[src/rtl/mux_pipe_pkg.sv]
// Shared types and defaults for the pipelined N-way selector.
// Holds the skid-buffer occupancy state encoding.
package mux_pipe_pkg;

  typedef enum logic [1:0] {
    ST_EMPTY = 2'd0,
    ST_ONE   = 2'd1,
    ST_FULL  = 2'd2
  } state_t;

  localparam int DEF_WIDTH = 32;
  localparam int DEF_N     = 4;

endpackage

[src/rtl/mux_nx1_pipe_skid_buf_2.sv]
// 2-entry valid/ready skid buffer: main register drives the output, skid catches one overflow item.
// Latency 1 cycle; in_rdy is registered and drops only when both entries are occupied.
// Backpressure: out_rdy low holds main stable; flush empties both entries and keeps data.
module skid_buf_2 import mux_pipe_pkg::*; #(
  parameter int WIDTH = DEF_WIDTH
) (
  input  logic             clk,
  input  logic             reset,
  input  logic [WIDTH-1:0] in_dat,
  input  logic             in_vld,
  output logic             in_rdy,
  output logic [WIDTH-1:0] out_dat,
  output logic             out_vld,
  input  logic             out_rdy,
  input  logic             flush
);

  state_t           state_q, state_d;
  logic [WIDTH-1:0] main_q, skid_q;
  logic             in_rdy_q;
  logic             accept, pop;
  logic             load_main_in, load_main_skid, load_skid;

  assign accept  = in_vld & in_rdy_q;
  assign pop     = (state_q != ST_EMPTY) & out_rdy;
  assign in_rdy  = in_rdy_q;
  assign out_vld = (state_q != ST_EMPTY);
  assign out_dat = main_q;

  always_comb begin
    state_d        = state_q;
    load_main_in   = 1'b0;
    load_main_skid = 1'b0;
    load_skid      = 1'b0;
    case (state_q)
      ST_EMPTY: begin
        if (accept) begin
          state_d      = ST_ONE;
          load_main_in = 1'b1;
        end
      end
      ST_ONE: begin
        if (accept && pop) begin
          load_main_in = 1'b1;
        end else if (accept) begin
          state_d   = ST_FULL;
          load_skid = 1'b1;
        end else if (pop) begin
          state_d = ST_EMPTY;
        end
      end
      ST_FULL: begin
        // in_rdy is low here, so only a pop can happen; skid drains into main
        if (pop) begin
          state_d        = ST_ONE;
          load_main_skid = 1'b1;
        end
      end
      default: state_d = ST_EMPTY;
    endcase
    if (flush) begin
      state_d        = ST_EMPTY;
      load_main_in   = 1'b0;
      load_main_skid = 1'b0;
      load_skid      = 1'b0;
    end
  end

  always_ff @(posedge clk) begin
    if (reset) begin
      state_q  <= ST_EMPTY;
      in_rdy_q <= 1'b1;
    end else begin
      state_q  <= state_d;
      in_rdy_q <= (state_d != ST_FULL);
    end
  end

  always_ff @(posedge clk) begin
    if (reset) begin
      main_q <= '0;
      skid_q <= '0;
    end else begin
      if (load_main_in)
        main_q <= in_dat;
      else if (load_main_skid)
        main_q <= skid_q;
      if (load_skid)
        skid_q <= in_dat;
    end
  end

endmodule

[src/rtl/mux_nx1_pipe.sv]
// N-way WIDTH-bit selector feeding a 2-entry skid buffer; optional sticky bad-select flag (MUX_SEL_CHECK_EN).
// Latency 1 cycle from accept to OUT; throughput 1 item per cycle.
// Backpressure: OUT_READY low fills the skid entry, then IN_READY (registered) drops.
module mux_nx1_pipe import mux_pipe_pkg::*; #(
  parameter int WIDTH = DEF_WIDTH,
  parameter int N     = DEF_N,
  parameter int SEL_W = 2
) (
  input  logic               CLK,
  input  logic               RESET,
  input  logic [N*WIDTH-1:0] IN,
  input  logic [SEL_W-1:0]   SELECT,
  input  logic               IN_VALID,
  output logic               IN_READY,
  output logic [WIDTH-1:0]   OUT,
  output logic               OUT_VALID,
  input  logic               OUT_READY,
  input  logic               FLUSH,
  output logic               SEL_ERR
);

  logic [WIDTH-1:0] sel_dat;

  // Indices at or above N match nothing and leave the value at zero.
  always_comb begin
    sel_dat = '0;
    for (int k = 0; k < N; k++) begin
      if (SELECT == SEL_W'(k))
        sel_dat = IN[k*WIDTH +: WIDTH];
    end
  end

  skid_buf_2 #(.WIDTH(WIDTH)) u_skid (
    .clk     (CLK),
    .reset   (RESET),
    .in_dat  (sel_dat),
    .in_vld  (IN_VALID),
    .in_rdy  (IN_READY),
    .out_dat (OUT),
    .out_vld (OUT_VALID),
    .out_rdy (OUT_READY),
    .flush   (FLUSH)
  );

`ifdef MUX_SEL_CHECK_EN
  logic sel_err_q;
  logic sel_oob;

  assign sel_oob = IN_VALID && IN_READY && (int'(SELECT) >= N);

  always_ff @(posedge CLK) begin
    if (RESET)
      sel_err_q <= 1'b0;
    else if (sel_oob)
      sel_err_q <= 1'b1;
  end

  always_ff @(posedge CLK) begin
    if (!RESET)
      assert (!sel_oob) else $error("mux_nx1_pipe: select %0d out of range (N=%0d)", SELECT, N);
  end

  assign SEL_ERR = sel_err_q;
`else
  assign SEL_ERR = 1'b0;
`endif

endmodule
[config.mk]
export PLATFORM = sky130hd
export DESIGN_NAME = mux_nx1_pipe
export DESIGN_NICKNAME = d
export VERILOG_FILES = /design/src/rtl/mux_pipe_pkg.sv /design/src/rtl/mux_nx1_pipe_skid_buf_2.sv /design/src/rtl/mux_nx1_pipe.sv
export SDC_FILE = /design/constraint.sdc
export NUM_CORES = 1
export LEC_CHECK = 0
export CORE_ASPECT_RATIO = 0.7
export CORE_MARGIN = 3
export CORE_UTILIZATION = 42
export CTS_CLUSTER_DIAMETER = 40
export CTS_CLUSTER_SIZE = 28
export DETAILED_ROUTE_END_ITERATION = 10
export MAX_ROUTING_LAYER = met4
export PLACE_DENSITY_LB_ADDON = 0.2
export RECOVER_POWER = 25
export SLEW_MARGIN = 20
export SYNTH_ARGS = -nofsm -noshare
export SYNTH_HDL_FRONTEND = slang
export SYNTH_HIERARCHICAL = 1
export SYNTH_SLANG_ARGS = --single-unit
[constraint.sdc]
create_clock -name CLK -period 1.7 [get_ports CLK]
set_input_delay 0.17 -clock CLK [delete_from_list [all_inputs] [get_ports CLK]]
set_output_delay 0.17 -clock CLK [all_outputs]
set_load 0.01 [all_outputs]
* Word-level counts from Yosys, hierarchy flattened
Cells that the tools add are included.
** Storage, ports and cells
- Flip-flop bits (word level) :: 67
- Input port bits :: 135
- Output and inout bits :: 35
- Word-level logic and storage cells :: 40
** Cells by class
- Eq/ne operators :: 6
- Muxes and demuxes :: 23
- Bitwise gates (word level) :: 2
- Reduce and logical (&&, ||, !) cells :: 5
** Operators with widths (number)
- two-way mux 32 bit :: 6
- two-way mux 2 bit :: 6
- two-way mux 1 bit :: 9
- equality test 2 bit, second input constant :: 3
- one-hot mux 2 bit (3 select lines) :: 1
- equality test 2 x 1 -> 1 bit, second input constant :: 2
- zero test 2 bit :: 2
- nonzero test 2 bit :: 2
- AND 1 bit :: 2
- != test 2 bit, second input constant :: 1
- one-hot mux 1 bit (2 select lines) :: 1
- logical AND 1 bit :: 1

* Longest topological paths before layout
- Depth after elaboration :: 8
- Gate-level depth with buffers :: 6

* Cells and area by module
The synthesis kept the hierarchy.
** By module, submodules not included
- skid_buf_2 :: times used 1, cells an instance 336, area each 2904.0 um^2, sequential area each 1341.3 um^2
- mux_nx1_pipe :: times used 1, cells an instance 41, area each 825.8 um^2, sequential area each 0.0 um^2

* Least setup slack after synthesis
Ideal clock, no wire load.
- Kind :: register to register
- Start point :: reg u_skid.state_q[0]
- End point :: reg u_skid.main_q[13] (netlist: u_skid/out_dat[13])
- Setup time :: 0.147 ns
- Arrival time :: 1.410 ns
- Setup slack :: 0.143 ns
- Cell stages (with the launch flop) :: 7
- Cell sequence :: dfxtp_1 -> nor2b_4 -> or4_4 -> buf_6 -> buf_2 -> nor2_1 -> a311oi_2
** On the way
- Cells in the longest elaborated chain, start to end :: 7
- Elaborated cells between the ends (all ways) :: 14
- Those cells by class :: 2 x eq/ne; 7 x mux; 1 x bitwise; 4 x reduce/logical
** RTL lines
- start, declared :: RTL line mux_nx1_pipe_skid_buf_2.sv:18 : state_t state_q, state_d;
- start signal, assigned :: RTL line mux_nx1_pipe_skid_buf_2.sv:74 : state_q <= state_d;
- nonzero test 2 bit :: RTL line mux_nx1_pipe_skid_buf_2.sv:25 : assign pop = (state_q != ST_EMPTY) & out_rdy;
- AND 1 bit :: RTL line mux_nx1_pipe_skid_buf_2.sv:25
- logical AND 1 bit :: RTL line mux_nx1_pipe_skid_buf_2.sv:43 : if (accept && pop) begin
- two-way mux 1 bit :: RTL line mux_nx1_pipe_skid_buf_2.sv:43
- one-hot mux 1 bit (2 select lines) :: RTL line mux_nx1_pipe_skid_buf_2.sv:35 : case (state_q)
- two-way mux 1 bit :: RTL line mux_nx1_pipe_skid_buf_2.sv:61 : if (flush) begin
- two-way mux 32 bit / nonzero test 2 bit (equally long branches)
- end signal, assigned :: RTL line mux_nx1_pipe_skid_buf_2.sv:85 : main_q <= in_dat;
- end signal, assigned :: RTL line mux_nx1_pipe_skid_buf_2.sv:87 : main_q <= skid_q;
- end, declared :: RTL line mux_nx1_pipe_skid_buf_2.sv:19 : logic [WIDTH-1:0] main_q, skid_q;
Several ways; a longest one is shown, not always the timed one.
A chain may end at the register's enable or synchronous reset.

* Worst setup path in the final report
- Start point :: reg u_skid.state_q[0]
- End point :: reg u_skid.main_q[18] (netlist: u_skid/out_dat[18])
The elaborated chain is that of the path after synthesis.

==> metrics.yaml <==
dieArea_mm2: 0.0101
seq_area_mm2: 0.00134
power_frac_comb: 0.207
drv_slew: 0
antenna_left: 0
clockRootBuffer: "clkbuf_16"
syn_avg_cell_area_um2: 9.89
grt_max_degree: 51
synth_compound_area_frac: 0.175
ys_seq_area_frac: 0.360
drive_gt1_frac: 0.177
numPortBuffers: 168
synth_area_mm2: 0.00373
drv_cap: 0
min_path_type: "in2reg"
yosysWarnings: 6
hold_viol: 0
dr.pass1.iters: 4
ctsLongestPathBuffers: 2
finalPower_w: 0.00439
worst_skew_pair.late_latency_ns: 0.32
seqPwrFrac: 0.381
clk_pin_slew_ns: 0.05
pwr_density_cell_mw_per_mm2: 757
placeableCoreArea_mm2: 0.00855
cpMaxStageDelayCell: "or4_4"
num_vias: 3420
intPower_w: 0.00338
final.fill_count: 712
place_congestion: 0.788
synthSimpleGateAreaFrac: 0.187
clkSinkCount: 67
dieHeight_um: 84.8
synth_fa_ha_area_frac: 0
chipWidth_um: 119
wl_per_cell_um: 16.4
tns_ns: 0
timing.final.crit_share: 0.961
grt_remaining_overflow: 0
io_pins: 170
diodes: 0
synth_top_family_by_area: "multiplexers"
drtIter0Drc: 261
grt_pass1_wl_um: 17000
mostFrequentLayoutCell: "clkdlybuf4s50_1"
cp.depth: 5
critPathCaptureType: "register"
cts_setup_buffers: 0
synth_fp_nets: 512
h-tree-depth: 3
final_nets: 666
max_freq_ghz: 0.612
max_stage_delay_ns: 0.54
syn_to_final_growth_pct: 55.4
vdd_ir_drop_max_mv: 0.585
required_ns: 1.88
place_ws_ns: -0.277
holdPathStages: 2
clockPowerShare: 0.412
rsz0062_at_grt: "no"
final_cell_mix: "clkdlybuf4s50_1, nand2_1, dfxtp_1, a21oi_1"
timing.critical_path.cells: "nor2b_4, or4_4, buf_12, nor2_1, a311oi_2"
crit_arrival_ns: 1.82
grt_use_total: 0.215
start_kind: "register"
fin_ws_ns: 0.0668
finalCriticalPeriod_ns: 1.63
antenna_found_initial: 0
synth_cell_types: 25
drc: 0
cts_tree: "built"
viasPerCell: 5.21
ys_ff_latch: 67
grt_pass1_vias: 3443
cp_top_family: "simple AND/OR/NAND/NOR gates"
status: "finished clean"
synthXorXnorAreaFrac: 0
routed_wl_um: 10700
p_sw_w: 0.00101
syn_inst: 377
fin_worst_skew_ns: 0.00520
path_class: "reg2reg"
swShare: 0.229
synthMuxAreaShare: 0.201
setup_viol: 0
crit_buf_inv: 1
cp_max_fo: 30
start_util: 0.436
numCtsBuffers: 9
p_leak_nw: 2.05
reg2regPathDepth: 5
num_rows: 28
multiInputGateArea_mm2: 0.00211
dpl.hpwl_um: 7830
stage by stage:
stage,util,hold slack [ns],instances,cell area [um^2]
2_1_floorplan,-,0.247,377,3730
3_3_place_gp,0.644,0.442,640,5500
3_5_place_dp,0.644,0.447,640,5500
4_1_cts,0.678,0.277,656,5800
5_1_grt,0.678,0.302,656,5800
6_report,0.678,0.283,656,5800
synth_stat cells (all sizes together):
cell	number	area, um^2
nand4bb	1	11.3
and3b	2	17.5
or4	2	18.8
conb	1	3.75
nand3b	1	7.51
or2	1	6.26
nor3	1	5.00
a311oi	32	480
clkbuf	17	63.8
o22a	1	8.76
inv	1	3.75
nor2b	1	13.8
nand2	129	484
mux2i	2	20.0
a21oi	33	165
mux4	32	728
nor2	32	120
dfxtp	67	1340
buf	20	218
and4bb	1	12.5
registers in the layout, indices dropped and copies added (netlist names):
signal	cells
u_skid/out_dat	32
u_skid/skid_q	32
u_skid/state_q	2
u_skid/in_rdy	1
worst paths after layout:
check | startpoint | endpoint | slack [ns]
max reg2reg | u_skid/state_q[0]$_SDFF_PP0_ | u_skid/out_dat[18]$_SDFFE_PP0P_ | 0.07
min | RESET | u_skid/skid_q[27]$_SDFFE_PP0P_ | 0.28
min reg2reg | u_skid/skid_q[2]$_SDFFE_PP0P_ | u_skid/skid_q[2]$_SDFFE_PP0P_ | 0.45
max | u_skid/state_q[0]$_SDFF_PP0_ | u_skid/out_dat[18]$_SDFFE_PP0P_ | 0.07
area by class of cell:
cell class | instances | area share
clock inverters | 5 | 0.00907
well taps | 120 | 0.0259
inverters | 1 | 0.000648
multi-input cells | 272 | 0.364
clock buffers | 11 | 0.0419
repair buffers | 180 | 0.327
flip-flops and latches | 67 | 0.231
repair_timing:
item	4_1_cts	5_1_grt
setup endpoints to repair	1	10
resized for setup	1	1
pin swaps	0	0
hold buffers	0	0
power by group through the flow:
stage	logic [W]	registers, W	clock network (W)
floorplan	0.000422	0.00173	0
global placement	0.000905	0.00170	0
detailed placement	0.000928	0.00171	0
CTS	0.000930	0.00167	0.00184
global route	0.000969	0.00168	0.00191
finish	0.000908	0.00167	0.00181
routing by layer:
metal  global-route usage  vias to the layer above  part of all wire
met4               0.0557                        0             0.012
met3               0.0546                       12             0.067
li1                     -                     1654                 -
met5                    -                        -                 0
met2                0.361                      130              0.49
met1                0.261                     1624              0.43
kinds of logic after synthesis:
group	count (synthesis)
buf+inv	38
mux	34
flops	67
compound gates	66
other cells	1
simple gates	171
No activity file was read; power rests on OpenSTA's default activity.
